<file path="src/rtl/aha_ahb_lite_master.sv">
// AHB-Lite initiator: turns one command plus a write-data stream into SINGLE/INCR
// transfers, with 1KB restart, BUSY insertion for starved writes and ERROR cancel.
module aha_ahb_lite_master #(
  parameter int ADDR_W = 32,
  parameter int DATA_W = 32
) (
  input  logic              HCLK,
  input  logic              HRESET,
  input  logic              cmd_valid,
  output logic              cmd_ready,
  input  logic [ADDR_W-1:0] cmd_addr,
  input  logic              cmd_write,
  input  logic [2:0]        cmd_size,
  input  logic [3:0]        cmd_len,
  input  logic              wdata_valid,
  output logic              wdata_ready,
  input  logic [DATA_W-1:0] wdata,
  output logic              rdata_valid,
  output logic [DATA_W-1:0] rdata,
  output logic              done,
  output logic              done_err,
  output logic [4:0]        beats_done,
  output logic [ADDR_W-1:0] HADDR,
  output logic [1:0]        HTRANS,
  output logic [2:0]        HSIZE,
  output logic [2:0]        HBURST,
  output logic              HWRITE,
  output logic [3:0]        HPROT,
  output logic [DATA_W-1:0] HWDATA,
  input  logic              HREADY,
  input  logic [1:0]        HRESP,
  input  logic [DATA_W-1:0] HRDATA
);

  typedef enum logic [2:0] {S_IDLE, S_CHECK, S_RUN, S_DRAIN, S_ERR2, S_FIN} state_t;

  localparam logic [1:0] TR_IDLE   = 2'b00;
  localparam logic [1:0] TR_BUSY   = 2'b01;
  localparam logic [1:0] TR_NONSEQ = 2'b10;
  localparam logic [1:0] TR_SEQ    = 2'b11;

  state_t              state;
  logic [ADDR_W-1:0]   addr_q;
  logic [2:0]          size_q;
  logic [3:0]          len_q;
  logic                write_q;
  logic [4:0]          issue_cnt;
  logic [4:0]          comp_cnt;
  logic                dphase;
  logic                stg_full;
  logic [DATA_W-1:0]   stg_data;

  logic                addr_acc;
  logic                data_done;
  logic                err_now;
  logic [4:0]          total;
  logic [4:0]          fetched;
  logic [4:0]          next_issue;
  logic [ADDR_W-1:0]   incr;
  logic [ADDR_W-1:0]   beat_addr;
  logic                wr_take;
  logic                data_avail;
  logic                illegal;
  logic                unused_hresp;

  assign addr_acc   = HTRANS[1] & HREADY;
  assign data_done  = dphase & HREADY;
  assign err_now    = dphase & HRESP[0] & ~HREADY;
  assign total      = {1'b0, len_q} + 5'd1;
  assign fetched    = issue_cnt + {4'd0, stg_full};
  assign next_issue = issue_cnt + {4'd0, addr_acc};
  assign incr       = {{(ADDR_W-1){1'b0}}, 1'b1} << size_q;
  assign beat_addr  = addr_acc ? HADDR + incr : HADDR;
  assign illegal    = (size_q > 3'd2) || (size_q == 3'd1 && addr_q[0]) ||
                      (size_q == 3'd2 && addr_q[1:0] != 2'b00);

  assign cmd_ready  = (state == S_IDLE);
  // Staging may refill in the same cycle its beat is accepted, so gapless streams
  // produce back-to-back SEQ beats instead of a BUSY between every pair.
  assign wdata_ready = (state == S_RUN) && write_q && (!stg_full || addr_acc) &&
                       !err_now && (fetched < total);
  assign wr_take     = wdata_valid & wdata_ready;
  assign data_avail  = !write_q || (stg_full && !addr_acc) || wr_take;

  assign HPROT        = 4'b0011;
  assign unused_hresp = HRESP[1];

  // NOTE: every register here, including the staging data, is reset so an abort
  // leaves no stale beat that could later be driven onto HWDATA.
  always_ff @(posedge HCLK or posedge HRESET) begin
    if (HRESET) begin
      state       <= S_IDLE;
      addr_q      <= '0;
      size_q      <= '0;
      len_q       <= '0;
      write_q     <= 1'b0;
      issue_cnt   <= '0;
      comp_cnt    <= '0;
      dphase      <= 1'b0;
      stg_full    <= 1'b0;
      stg_data    <= '0;
      rdata_valid <= 1'b0;
      rdata       <= '0;
      done        <= 1'b0;
      done_err    <= 1'b0;
      beats_done  <= '0;
      HADDR       <= '0;
      HTRANS      <= TR_IDLE;
      HSIZE       <= '0;
      HBURST      <= '0;
      HWRITE      <= 1'b0;
      HWDATA      <= '0;
    end else begin
      // NOTE: non-blocking throughout; later assignments in this block override
      // these pulse defaults without creating ordering hazards.
      rdata_valid <= 1'b0;
      done        <= 1'b0;
      done_err    <= 1'b0;

      if (wr_take) begin
        stg_full <= 1'b1;
        stg_data <= wdata;
      end else if (addr_acc && write_q) begin
        stg_full <= 1'b0;
      end

      case (state)
        S_IDLE: begin
          if (cmd_valid) begin
            addr_q     <= cmd_addr;
            size_q     <= cmd_size;
            len_q      <= cmd_len;
            write_q    <= cmd_write;
            issue_cnt  <= '0;
            comp_cnt   <= '0;
            dphase     <= 1'b0;
            stg_full   <= 1'b0;
            beats_done <= '0;
            state      <= S_CHECK;
          end
        end

        S_CHECK: begin
          if (illegal) begin
            done     <= 1'b1;
            done_err <= 1'b1;
            state    <= S_FIN;
          end else begin
            HADDR  <= addr_q;
            HSIZE  <= size_q;
            HWRITE <= write_q;
            HBURST <= (len_q == 4'd0) ? 3'b000 : 3'b001;
            HTRANS <= write_q ? TR_IDLE : TR_NONSEQ;
            state  <= S_RUN;
          end
        end

        S_RUN: begin
          if (err_now) begin
            HTRANS   <= TR_IDLE;
            stg_full <= 1'b0;
            state    <= S_ERR2;
          end else begin
            if (data_done) begin
              comp_cnt <= comp_cnt + 5'd1;
              if (!write_q) begin
                rdata       <= HRDATA;
                rdata_valid <= 1'b1;
              end
            end
            if (addr_acc) begin
              issue_cnt <= next_issue;
              dphase    <= 1'b1;
              if (write_q) HWDATA <= stg_data;
            end else if (data_done) begin
              dphase <= 1'b0;
            end
            // A pending address phase stays frozen until the slave takes it.
            if (!(HTRANS[1] && !HREADY)) begin
              if (next_issue == total) begin
                HTRANS <= TR_IDLE;
                state  <= S_DRAIN;
              end else begin
                HADDR <= beat_addr;
                if (data_avail)
                  HTRANS <= (next_issue == 5'd0 || beat_addr[9:0] == 10'd0) ? TR_NONSEQ : TR_SEQ;
                else
                  HTRANS <= (next_issue == 5'd0) ? TR_IDLE : TR_BUSY;
              end
            end
          end
        end

        S_DRAIN: begin
          if (err_now) begin
            state <= S_ERR2;
          end else if (data_done) begin
            dphase     <= 1'b0;
            comp_cnt   <= comp_cnt + 5'd1;
            beats_done <= comp_cnt + 5'd1;
            done       <= 1'b1;
            state      <= S_FIN;
            if (!write_q) begin
              rdata       <= HRDATA;
              rdata_valid <= 1'b1;
            end
          end
        end

        S_ERR2: begin
          if (HREADY) begin
            dphase     <= 1'b0;
            beats_done <= comp_cnt;
            done       <= 1'b1;
            done_err   <= 1'b1;
            state      <= S_FIN;
          end
        end

        S_FIN:   state <= S_IDLE;
        default: state <= S_IDLE;
      endcase
    end
  end

endmodule
</file>
<file path="config.mk">
export PLATFORM = sky130hd
export DESIGN_NAME = aha_ahb_lite_master
export DESIGN_NICKNAME = d
export VERILOG_FILES = /design/src/rtl/aha_ahb_lite_master.sv
export SDC_FILE = /design/constraint.sdc
export NUM_CORES = 1
export LEC_CHECK = 0
export BUFFER_PORTS_ARGS = -buffer_cell sky130_fd_sc_hd__buf_2
export CAP_MARGIN = 30
export CORE_MARGIN = 2
export CORE_UTILIZATION = 30
export CTS_CLUSTER_SIZE = 8
export DETAILED_ROUTE_END_ITERATION = 8
export PLACE_DENSITY_LB_ADDON = 0.3
export SLEW_MARGIN = 20
export SYNTH_ARGS = -nofsm -noshare
export SYNTH_HDL_FRONTEND = slang
export SYNTH_SLANG_ARGS = --single-unit
</file>
<file path="constraint.sdc">
create_clock -name HCLK -period 7.85 [get_ports HCLK]
set_input_delay 0.785 -clock HCLK [delete_from_list [all_inputs] [get_ports HCLK]]
set_output_delay 0.785 -clock HCLK [all_outputs]
set_load 0.01 [all_outputs]
</file>
# Word-level counts from Yosys, hierarchy flattened
# Index checks and enable logic that the tools add are counted.
# W data, S select, Z words.
dict set report classes {
  add_sub_neg 5
  order_cmp 2
  n_eq_ne 21
  shifts 1
  muxes 56
  bitwise_logic 9
  reduce_logical 43
}
# op count
set ops {}
lappend ops {{$mux W32} 5}
lappend ops {{$pmux W32 S2} 1}
lappend ops {{$add A32 B32 Y32} 1}
lappend ops {{$shl A1 B3 Y32 const A} 1}
lappend ops {{$mux W5} 6}
lappend ops {{$mux W3} 8}
lappend ops {{$mux W1} 21}
lappend ops {{$ne A2 B2 Y1 const B} 10}
lappend ops {{$pmux W5 S2} 2}
lappend ops {{$reduce_and A5 Y1} 4}
lappend ops {{$reduce_and A4 Y1} 4}
lappend ops {{$pmux W3 S5} 1}
lappend ops {{$pmux W5 S3} 1}
lappend ops {{$mux W2} 6}
lappend ops {{$add A5 B1 Y5} 2}
lappend ops {{$logic_not A10 Y1} 1}
lappend ops {{$eq A3 B2 Y1 const B} 3}
lappend ops {{$logic_and A1 B1 Y1} 9}
lappend ops {{$reduce_bool A2 Y1} 4}
lappend ops {{$eq A3 B1 Y1 const B} 2}
lappend ops {{$logic_or A1 B1 Y1} 6}
lappend ops {{$ne A3 B3 Y1 const B} 2}
lappend ops {{$reduce_and A6 Y1} 1}
lappend ops {{$add A4 B1 Y5 const B} 1}
lappend ops {{other kinds (22)} 35}
dict set report word_totals {
  register_bits 200
  input_bits 111
  output_inout_bits 119
  elab_cells 159
}

# Depth between registers and ports, before layout
dict set report logic_depth {
  ltp_word 12
  mapped_depth 15
  ltp_nobuf 10
}

# Worst setup path after synthesis
# OpenSTA, ideal clock, no wires.
dict set report synth_timing {
  kind {input port to flip-flop}
  startpoint {input port HREADY}
  endpoint {register HADDR[2]}
  setup_ns 0.125
  t_arrival_ns 3.505
  required_time_ns 7.725
  setup_slack_ns 4.220
  path_stages 14
  path_buffers 4
  cell_sequence {bufbuf_16 -> nand2_1 -> inv_1 -> clkbuf_1 -> ha_1 -> ha_1 -> nand3_2 -> xnor3_1 -> and4_4 -> buf_6 -> a211o_1 -> buf_6 -> nand2_4 -> mux2_2}
}
dict set report synth_between {
  elab_chain_len 6
  elab_cells_between_ends 16
  cone_classes {add/sub: 1; eq/ne: 4; mux: 5; bitwise: 3; reduce/logical: 3}
}
# element line_no
set synth_lines {}
lappend synth_lines {{from (decl)} 30} ;# input logic HREADY,
lappend synth_lines {{branches (longest 6 deep; another with $add A5 B1 Y5)} -}
lappend synth_lines {{to (signal assigned)} 149} ;# HADDR <= addr_q;
lappend synth_lines {{to (signal assigned)} 184} ;# HADDR <= beat_addr;
lappend synth_lines {{to (decl)} 23} ;# output logic [ADDR_W-1:0] HADDR,
# Parallel ways; which one is timed is not known. The select of a mux whose other input is x is not followed.
# A chain may end at the register's enable or synchronous reset.

# Final worst setup path
# Ends and elaborated chain as after synthesis.

==> results by group <==
Run status
  • Status: complete, no violations

Yosys
  • Largest area contributor in the netlist: dfrtp_1
  • Most used standard cell by instance count after synthesis: dfrtp_1
  • Main synth FF type: dfrtp_1
  • Synthesized cell area: 9950 um^2
  • Seq cells post-synth: 198
  • Avg Inst Size Synth: 11.5 um^2
  • Ys async rst share: 100%
  • Area share of the leading cell type in the synthesized netlist: ~50%
  • Top post-synthesis cells by area: dfrtp_1 (50%), mux2_2 (15%), ha_1 (2.4%)
  • Synth Instances: ~870
  • Number of synthesized flops with an enable pin: 0
  • Most frequent cells after synthesis: dfrtp_1 (198), mux2_2 (137), nand2_1 (52)
  • Cell variety after synth: 88
  • Yosys warning count: 0
  • Post-synthesis sequential area ratio: about 50%

Timing
  • Fmax: about 220 MHz
  • Final setup violation count: 0
  • TNS Setup: 0 ps
  • Worst-Margin Slew: 1000 ps
  • Final Cycle Share: 57.3%
  • Max-slew headroom: 31.4%
  • RSZ-0062 raised after global routing: no
  • Final Skew: 13.9 ps
  • Hold Fails Final Rpt: 0
  • Final Max Slew Viols: 0
  • Post-route setup slack: 3350 ps
  • Tmin final: 4500 ps

Route
  • # DRC: 0
  • Drt first pass iters: 5
  • Routed WL: 26800 um
  • 1st-iter DRT viols: 602
  • Via density: 4.97
  • Antenna violation net count after detailed routing: 0
  • DR WL/cell: roughly 18 um
  • DR vias: between 7000 and 8000

Layout
  • Filler cells: 3289
  • Final core occ: 36.9%
  • Area Growth Syn to Fin: 21.1%
  • Flip-flop and latch area: 4950 um^2
  • Layout cells sized above 1: 40.4%
  • Finished Cell Area: around 12000 um^2
  • Multi-input gate area: 4530 um^2
  • Nets: 1193

Global routing
  • Number of global-route vias before repair: 7363
  • Gr usage total: 15.6%
  • GRT Residual Overflow: 0
  • Largest net degree at the start of global routing: 139
  • First-pass GRT wire length: between 40000 and 50000 um
  • Initial antenna violation count: 2

Min path
  • Hold Crit Class: in2async

Worst setup path
  • Crit path DAT: approximately 4800 ps
  • Critical path class: in2reg
  • Critical R2R Launch: HTRANS[1]
  • Worst setup path startpoint: HREADY
  • Worst setup EP type: register
  • Worst Path Required: 8180 ps
  • Critical path fanouts, max: 20
  • Startpoint types: input pin

Die
  • Die width: ~190 um
  • Num rows: 66
  • Initial Util: 30.5%
  • DIE AREA: 34700 um^2
  • # IOs: 230
  • Core area: ~33000 um^2
  • Chip Height: 186 um

Placed design
  • Post-detail-place hpwl: 18600 um
  • GPL Wtd Cong: 0.877
  • Area after DPL: 11300 um^2
  • IO buf count: between 200 and 250
  • Setup slack at placement: 2960 ps

Clock tree
  • Post-cts resize count: 0
  • Worst-path clk slew: 80 ps
  • Longest Clk Path Bufs: 2
  • Post-CTS setup buffers: 0
  • Cts hold-fix bufs: 0
  • Root buffer cell: clkbuf_16
  • Insertion delay to the later sink of the worst-skew pair: ~450 ps
  • CTS tree: done
  • Clock Sinks: 198
  • CTS Buf Count: 17
  • CTS HTree Levels: 4

Power and ir drop
  • Switch Pwr: 1.81 mW
  • Sw Share: 38.4%
  • Peak supply drop: ~0.00014 V
  • Clk pwr share: 20.6%
  • Tot Pwr: 4.71 mW
  • Sequential group share of total power: 39.4%
  • P_int: 2.90 mW
  • Logic pwr share: between 40% and 50%
  • LEAKAGE: 5.64 nW
  • Cell Pwr Density: 391 nW/um^2

Job
  • Max-cap violations: 0
cell type report:
type	count	share of cell area, %
well taps	442	4.59
multi-input cells	586	37.6
clock buffers	18	3.64
repair buffers	236	10.5
clock inverters	14	1.78
flip-flops and latches	198	41.1
diodes	2	0.0415
inverters	23	0.779
registers in the layout, summed over array words and instances, names as in the netlist, 2 cells and up:
| name | flops |
|---|---|
| HADDR | 32 |
| HWDATA | 32 |
| addr_q | 32 |
| rdata | 32 |
| stg_data | 32 |
| beats_done | 5 |
| comp_cnt | 5 |
| issue_cnt | 5 |
| len_q | 4 |
| HSIZE | 3 |
| size_q | 3 |
| state | 3 |
| HTRANS | 2 |
critical path, cell delays in order:
cell     delay [ps]
buf_2           290
nand2_1         530
inv_1           600
ha_1            310
nand3_1         170
xor2_1          200
xnor2_1         570
a211o_1         840
nand2_4         200
mux2_2          320
per-layer routing:
| metal | wire [um] | track usage [%] | vias up |
|---|---|---|---|
| met1 | 12200 | 21.6 | 3764 |
| met2 | 12800 | 24.0 | 187 |
| li1 | - | - | 3579 |
| met3 | 1260 | 3.41 | 27 |
| met4 | 532 | 5.57 | 0 |
| met5 | 0 | 0 | - |
power groups by stage:
stage          combinational, mW  clock, mW  sequential [mW]
2_1_floorplan               1.28          0             1.85
3_3_place_gp                1.85          0             1.86
3_5_place_dp                1.89          0             1.88
4_1_cts                     1.89       1.01             1.86
5_1_grt                     2.08       1.05             1.93
6_report                    1.88      0.973             1.86
path summary, 6_finish.rpt:
path	endpoint	slack (ps)	cells after the start
max	HADDR[2]	3350	10
min	HWDATA[14]	300	2
max reg2reg	HADDR[2]	3610	9
min reg2reg	beats_done[0]	480	2
max in group asynchronous	HADDR[20]	6080	5
min in group HCLK	beats_done[0]	480	2
metrics by stage:
step | hold WS (ps) | cells
2_1_floorplan | 466 | 870
3_3_place_gp | 466 | 1480
3_5_place_dp | 468 | 1480
4_1_cts | 487 | 1512
5_1_grt | 302 | 1519
6_report | 297 | 1519
cells in the final DEF, fill, tap and decap left out, types with 6 or more instances in the layout:
cell type,instances
buf_2,223
dfrtp_1,198
mux2_2,137
nand2_1,52
a21oi_1,44
o21ai_0,40
nor2_1,34
inv_1,22
nand3_1,21
ha_1,19
a31oi_1,18
clkbuf_16,17
and3_1,14
o22a_1,12
nor3_1,11
xnor2_1,9
o22ai_1,9
buf_4,9
nand4_1,8
a211oi_1,7
o211ai_1,7
a41oi_1,7
and2_1,6
o21a_1,6
nor2b_1,6
a21oi_2,6
o31ai_1,6
nor3b_1,6
a22oi_1,6
conb_1,6
cell families after synthesis:
kind of cell               synth area share, %
other                                   0.0755
muxes                                     15.8
DFF                                       49.8
xor gates and xnor gates                  1.46
buffers and inverters                     5.09
AOI/OAI and AO/OA                         14.4
adders and majority gates                 2.59
and+or+nand+nor                           10.8
Power figures use the tool's default switching activity.
